`src/rtl/clock_generator.sv`:
```
// Integer clock divider: counts inputClock rising edges and toggles a
// registered square wave every InputClockEdgesToCount edges, giving
// f_out = f_in / (2 * InputClockEdgesToCount). Single-cycle rise/fall
// strobes are produced in the inputClock domain alongside the new level.
module clock_generator #(
  parameter int BitsNeeded             = 8,
  parameter int InputClockEdgesToCount = 35
) (
  input  logic inputClock,
  input  logic reset,
  output logic outputClock,
  output logic risePulse,
  output logic fallPulse
);

  // Refuse to build a divider whose terminal count does not fit the counter.
  generate
    if ((InputClockEdgesToCount < 1) ||
        (longint'(InputClockEdgesToCount) - 1 >= (longint'(1) << BitsNeeded))) begin : g_bad_params
      $error("clock_generator: InputClockEdgesToCount=%0d illegal for BitsNeeded=%0d",
             InputClockEdgesToCount, BitsNeeded);
    end
  endgenerate

  // Terminal count, compared over the full counter width.
  localparam logic [BitsNeeded-1:0] LastCount = BitsNeeded'(InputClockEdgesToCount - 1);

  logic [BitsNeeded-1:0] count_q;
  logic [BitsNeeded-1:0] count_d;
  logic                  out_clk_q;
  logic                  out_clk_d;
  logic                  rise_q;
  logic                  rise_d;
  logic                  fall_q;
  logic                  fall_d;
  logic                  wrap;

  // Next-state: reload and toggle at the terminal count, otherwise count up.
  always_comb begin
    wrap      = (count_q == LastCount);
    count_d   = count_q + 1'b1;
    out_clk_d = out_clk_q;
    rise_d    = 1'b0;
    fall_d    = 1'b0;
    if (wrap) begin
      count_d   = '0;
      out_clk_d = ~out_clk_q;
      // Strobe direction follows the level being left behind.
      rise_d    = ~out_clk_q;
      fall_d    = out_clk_q;
    end
  end

  // State registers; synchronous reset overrides everything, so a reset in
  // the high phase drops the output without a fall strobe.
  always_ff @(posedge inputClock) begin
    if (reset) begin
      count_q   <= '0;
      out_clk_q <= 1'b0;
      rise_q    <= 1'b0;
      fall_q    <= 1'b0;
    end else begin
      count_q   <= count_d;
      out_clk_q <= out_clk_d;
      rise_q    <= rise_d;
      fall_q    <= fall_d;
    end
  end

  // Outputs come straight from flops so the derived clock is glitch-free.
  assign outputClock = out_clk_q;
  assign risePulse   = rise_q;
  assign fallPulse   = fall_q;

endmodule

```
`config.mk`:
```
export PLATFORM = sky130hd
export DESIGN_NAME = clock_generator
export DESIGN_NICKNAME = d
export VERILOG_FILES = /design/src/rtl/clock_generator.sv
export SDC_FILE = /design/constraint.sdc
export NUM_CORES = 1
export LEC_CHECK = 0
export BUFFER_PORTS_ARGS = -buffer_cell sky130_fd_sc_hd__buf_2
export CAP_MARGIN = 20
export CORE_AREA = 2 2 39 41
export CTS_CLUSTER_DIAMETER = 120
export DETAILED_ROUTE_END_ITERATION = 8
export DIE_AREA = 0 0 41 43
export PLACE_DENSITY = 0.52
export SLEW_MARGIN = 20
export SYNTH_ARGS = -nofsm -noshare
export SYNTH_HDL_FRONTEND = slang
export SYNTH_SLANG_ARGS = --single-unit
```
`constraint.sdc`:
```
create_clock -name inputClock -period 2.9 [get_ports inputClock]
set_input_delay 0.145 -clock inputClock [delete_from_list [all_inputs] [get_ports inputClock]]
set_output_delay 0.145 -clock inputClock [all_outputs]
set_load 0.02 [all_outputs]
```
==> metrics.md <==
| Metric | Value |
|---|---|
| Routed wire per std cell | `10.0 um` |
| Hold_sp | `reset` |
| Post-route ant nets | `0` |
| Post-cts repair resize count | `0` |
| Diodes inserted | `0` |
| Synth top area share | `49.4%` |
| Post-CTS Setup Inserts | `0` |
| Sequential share of power | `58.0%` |
| Endpoints failing setup | `0` |
| YS warnings | `0` |
| Multi-input gate area | `218 um2` |
| RR Endpoint | `outputClock` |
| Initial core utilization | `32.2%` |
| Crit Path Max Fanout | `5` |
| CP max stage delay | `470 ps` |
| Slew headroom | `77.8%` |
| Crit path kind | `flip-flop to flip-flop` |
| Drt first pass iters | `1` |
| CP Capture Type | `flip-flop` |
| Register area share after synthesis | `49.4%` |
| Critical Path Slowest Stage Cell | `or4b_4` |
| Tmin final | `1570 ps` |
| Switching pwr | `0.0605 mW` |
| FILL cells | `138` |
| Mapped Area | `445 um2` |
| Die H | `43 um` |
| Hold bufs inserted after CTS | `0` |
| Finished Layout Cells | `71` |
| Dpl hpwl | `510 um` |
| Sum of negative setup slack | `0 ps` |
| Total congestion overflow | `0` |
| Clock share of power | `37.2%` |
| Placed Cells | `67` |
| Clk slew on worst S/H paths | `70 ps` |
| Arrival time at the worst endpoint | `1780 ps` |
| Sw frac | `22.0%` |
| CP Cell Sequence | `ha_1 > or4b_4 > or3_1 > a21oi_1` |
| Fmax | `636 MHz` |
| Global-route wire length before repair | `1190 um` |
| Clock Sinks | `11` |
| Pwr/cell area | `537 mW/mm2` |
| Setup Skew | `4.99 ps` |
| Routed vias | `334` |
| Synth Register Bits | `11` |
| Worst R2R Path Depth | `4` |
| Top delay family on crit path | `simple AND/OR/NAND/NOR gates` |
| Final net count | `60` |
| Root Driver | `clkbuf_4` |
| GRT Overall Usage | `10.7%` |
| Total of max-cap violations | `0` |
| TritonCTS clock tree | `built` |
| Die X | `41 um` |
| Worst-Skew Late Latency | `270 ps` |
| Largest net degree at the start of global routing | `9` |
| Worst r2r src | `count_q[1]` |
| CP required | `3100 ps` |
| Initial DRC Count | `0` |
| Ports | `5` |
| Core area | `0.00138 mm2` |
| Layout area overhead | `14.9%` |
| Internal | `0.214 mW` |
| Synthesized Nets | `51` |
| Port buffer count | `4` |
| Worst VDD drop | `248 uV` |
| RSZ-0062 raised after global routing | `false` |
| Flip-flop and latch area | `220 um2` |
| Syn Inst Count | `47` |
| Post-synth cell types | `18` |
| Htree depth | `1` |
| Largest area contributor in the netlist | `dfxtp_1` |
| GPL Wtd Cong | `0.703` |
| Worst min path class | `input port to flip-flop` |
| Hold Path Depth | `2` |
| Leakage | `0.188 nW` |
| Max Transition Viols Final | `0` |
| CP Launch Type | `flip-flop` |
| CTS Buffer Depth | `2` |
| Worst Hold Path EP | `outputClock` |
| DRC viols | `0` |
| Worst path bufs/invs | `0` |
| Initial antenna violation count | `0` |
| Synth area leaders | `dfxtp_1 49%, ha_1 5.6%, or3_1 5.6%, a21oi_1 4.5%, nand3_1 4.5%` |
| Avg Vias per Cell | `4.70` |
| Final Hold Viols | `0` |
| Vias in the first global route | `268` |
| Proportion of layout cells with a drive suffix above 1 | `18.2%` |
| # rows | `14` |
| Die footprint | `0.00176 mm2` |
| Least-Margin Pin Slew | `333 ps` |
| Mean Syn Cell Area | `9.48 um2` |
| Reg2reg setup slack | `1330 ps` |
| Fin crit share | `54.2%` |
| Cts bufs inserted | `3` |
| Total Wirelength | `710 um` |
| Combinational share of power | `4.8%` |
| Status | `finished clean` |
placed cells by master, fill, tap and decap left out, types with 2 or more instances in the layout:
cell type | Yosys | final
inv_1 | 2 | 2
a21oi_1 | 4 | 4
xor2_1 | 2 | 2
or3_1 | 4 | 4
clkbuf_4 | 0 | 3
o21ai_0 | 4 | 4
dfxtp_1 | 11 | 11
nand3_1 | 4 | 4
buf_2 | 0 | 4
nor2_1 | 5 | 5
ha_1 | 2 | 2
layer usage:
| metal | wire length, um | part of all wire, % | up-vias | GRT usage [%] |
|---|---|---|---|---|
| li1 | - | - | 182 | - |
| met1 | 346 | 49 | 142 | 14.0 |
| met2 | 295 | 42 | 8 | 11.3 |
| met3 | 54 | 7.6 | 2 | 9.42 |
| met4 | 13 | 1.8 | 0 | 6.00 |
| met5 | 0 | 0 | - | 0 |
final cells by class:
cell class	count	area share [%]
Timing Repair Buffer	4	3.91
Multi-Input combinational cell	34	42.5
Tap cell	16	3.91
Inverter	2	1.47
Clock buffer	4	5.13
Sequential cell	11	43.0
sequential cells by signal (all words and copies together) (netlist names):
register	flops
outputClock	1
count_q	8
risePulse	1
fallPulse	1
logic make-up (layout without fill, tap and decap cells):
logic type,after synthesis,in the layout,synth area share [%]
buf+inv,2,10,1.69
fa+ha+maj,2,2,5.62
compound gates,9,9,11.5
simple gates,20,20,25.8
xor+xnor,3,3,5.90
flops,11,11,49.4
cell usage after synthesis:
library cell / instances
dfxtp_1: 11
nand2_1: 1
o21bai_2: 1
nor2_1: 5
nand3_1: 4
xnor2_1: 1
a21oi_1: 4
nor3_1: 1
ha_1: 2
or4b_4: 1
or3b_2: 1
nor3b_1: 1
or2_1: 1
o21ai_0: 4
or3_1: 4
xor2_1: 2
nand4_1: 1
inv_1: 2
worst register-to-register path: stages, from the launching register on:
cell,delay (ps)
dfxtp_1,390
ha_1,160
or4b_4,470
or3_1,350
a21oi_1,130
power groups by stage:
stage | registers, mW | clock network (mW) | logic, mW
floorplan | 0.162 | 0 | 0.0104
global placement | 0.163 | 0 | 0.0131
detailed placement | 0.163 | 0 | 0.0133
CTS | 0.159 | 0.107 | 0.0134
global route | 0.161 | 0.118 | 0.0151
finish | 0.159 | 0.102 | 0.0131
metrics by stage:
stage / utilization [%] / power, mW / hold WS, ps / instance area [um2] / setup slack, ps
floorplan: - / 0.172 / 214 / 445 / 1390
global placement: 35.1 / 0.176 / 354 / 485 / 1340
CTS: 37.0 / 0.280 / 64.9 / 512 / 1310
finish: 37.0 / 0.275 / 72.7 / 512 / 1330
detailed placement: 35.1 / 0.176 / 347 / 485 / 1330
global route: 37.0 / 0.294 / 56.7 / 512 / 1220
worst max-delay path by stage:
stage,start,endpoint,slack (ps),depth (start not counted)
CTS,count_q[1],outputClock,1310,4
detailed placement,count_q[0],count_q[2],1330,5
finish,count_q[1],outputClock,1330,4
floorplan,count_q[0],outputClock,1390,5
global route,count_q[0],count_q[4],1220,5
global placement,count_q[0],count_q[3],1340,5
Power figures use the tool's default switching activity.
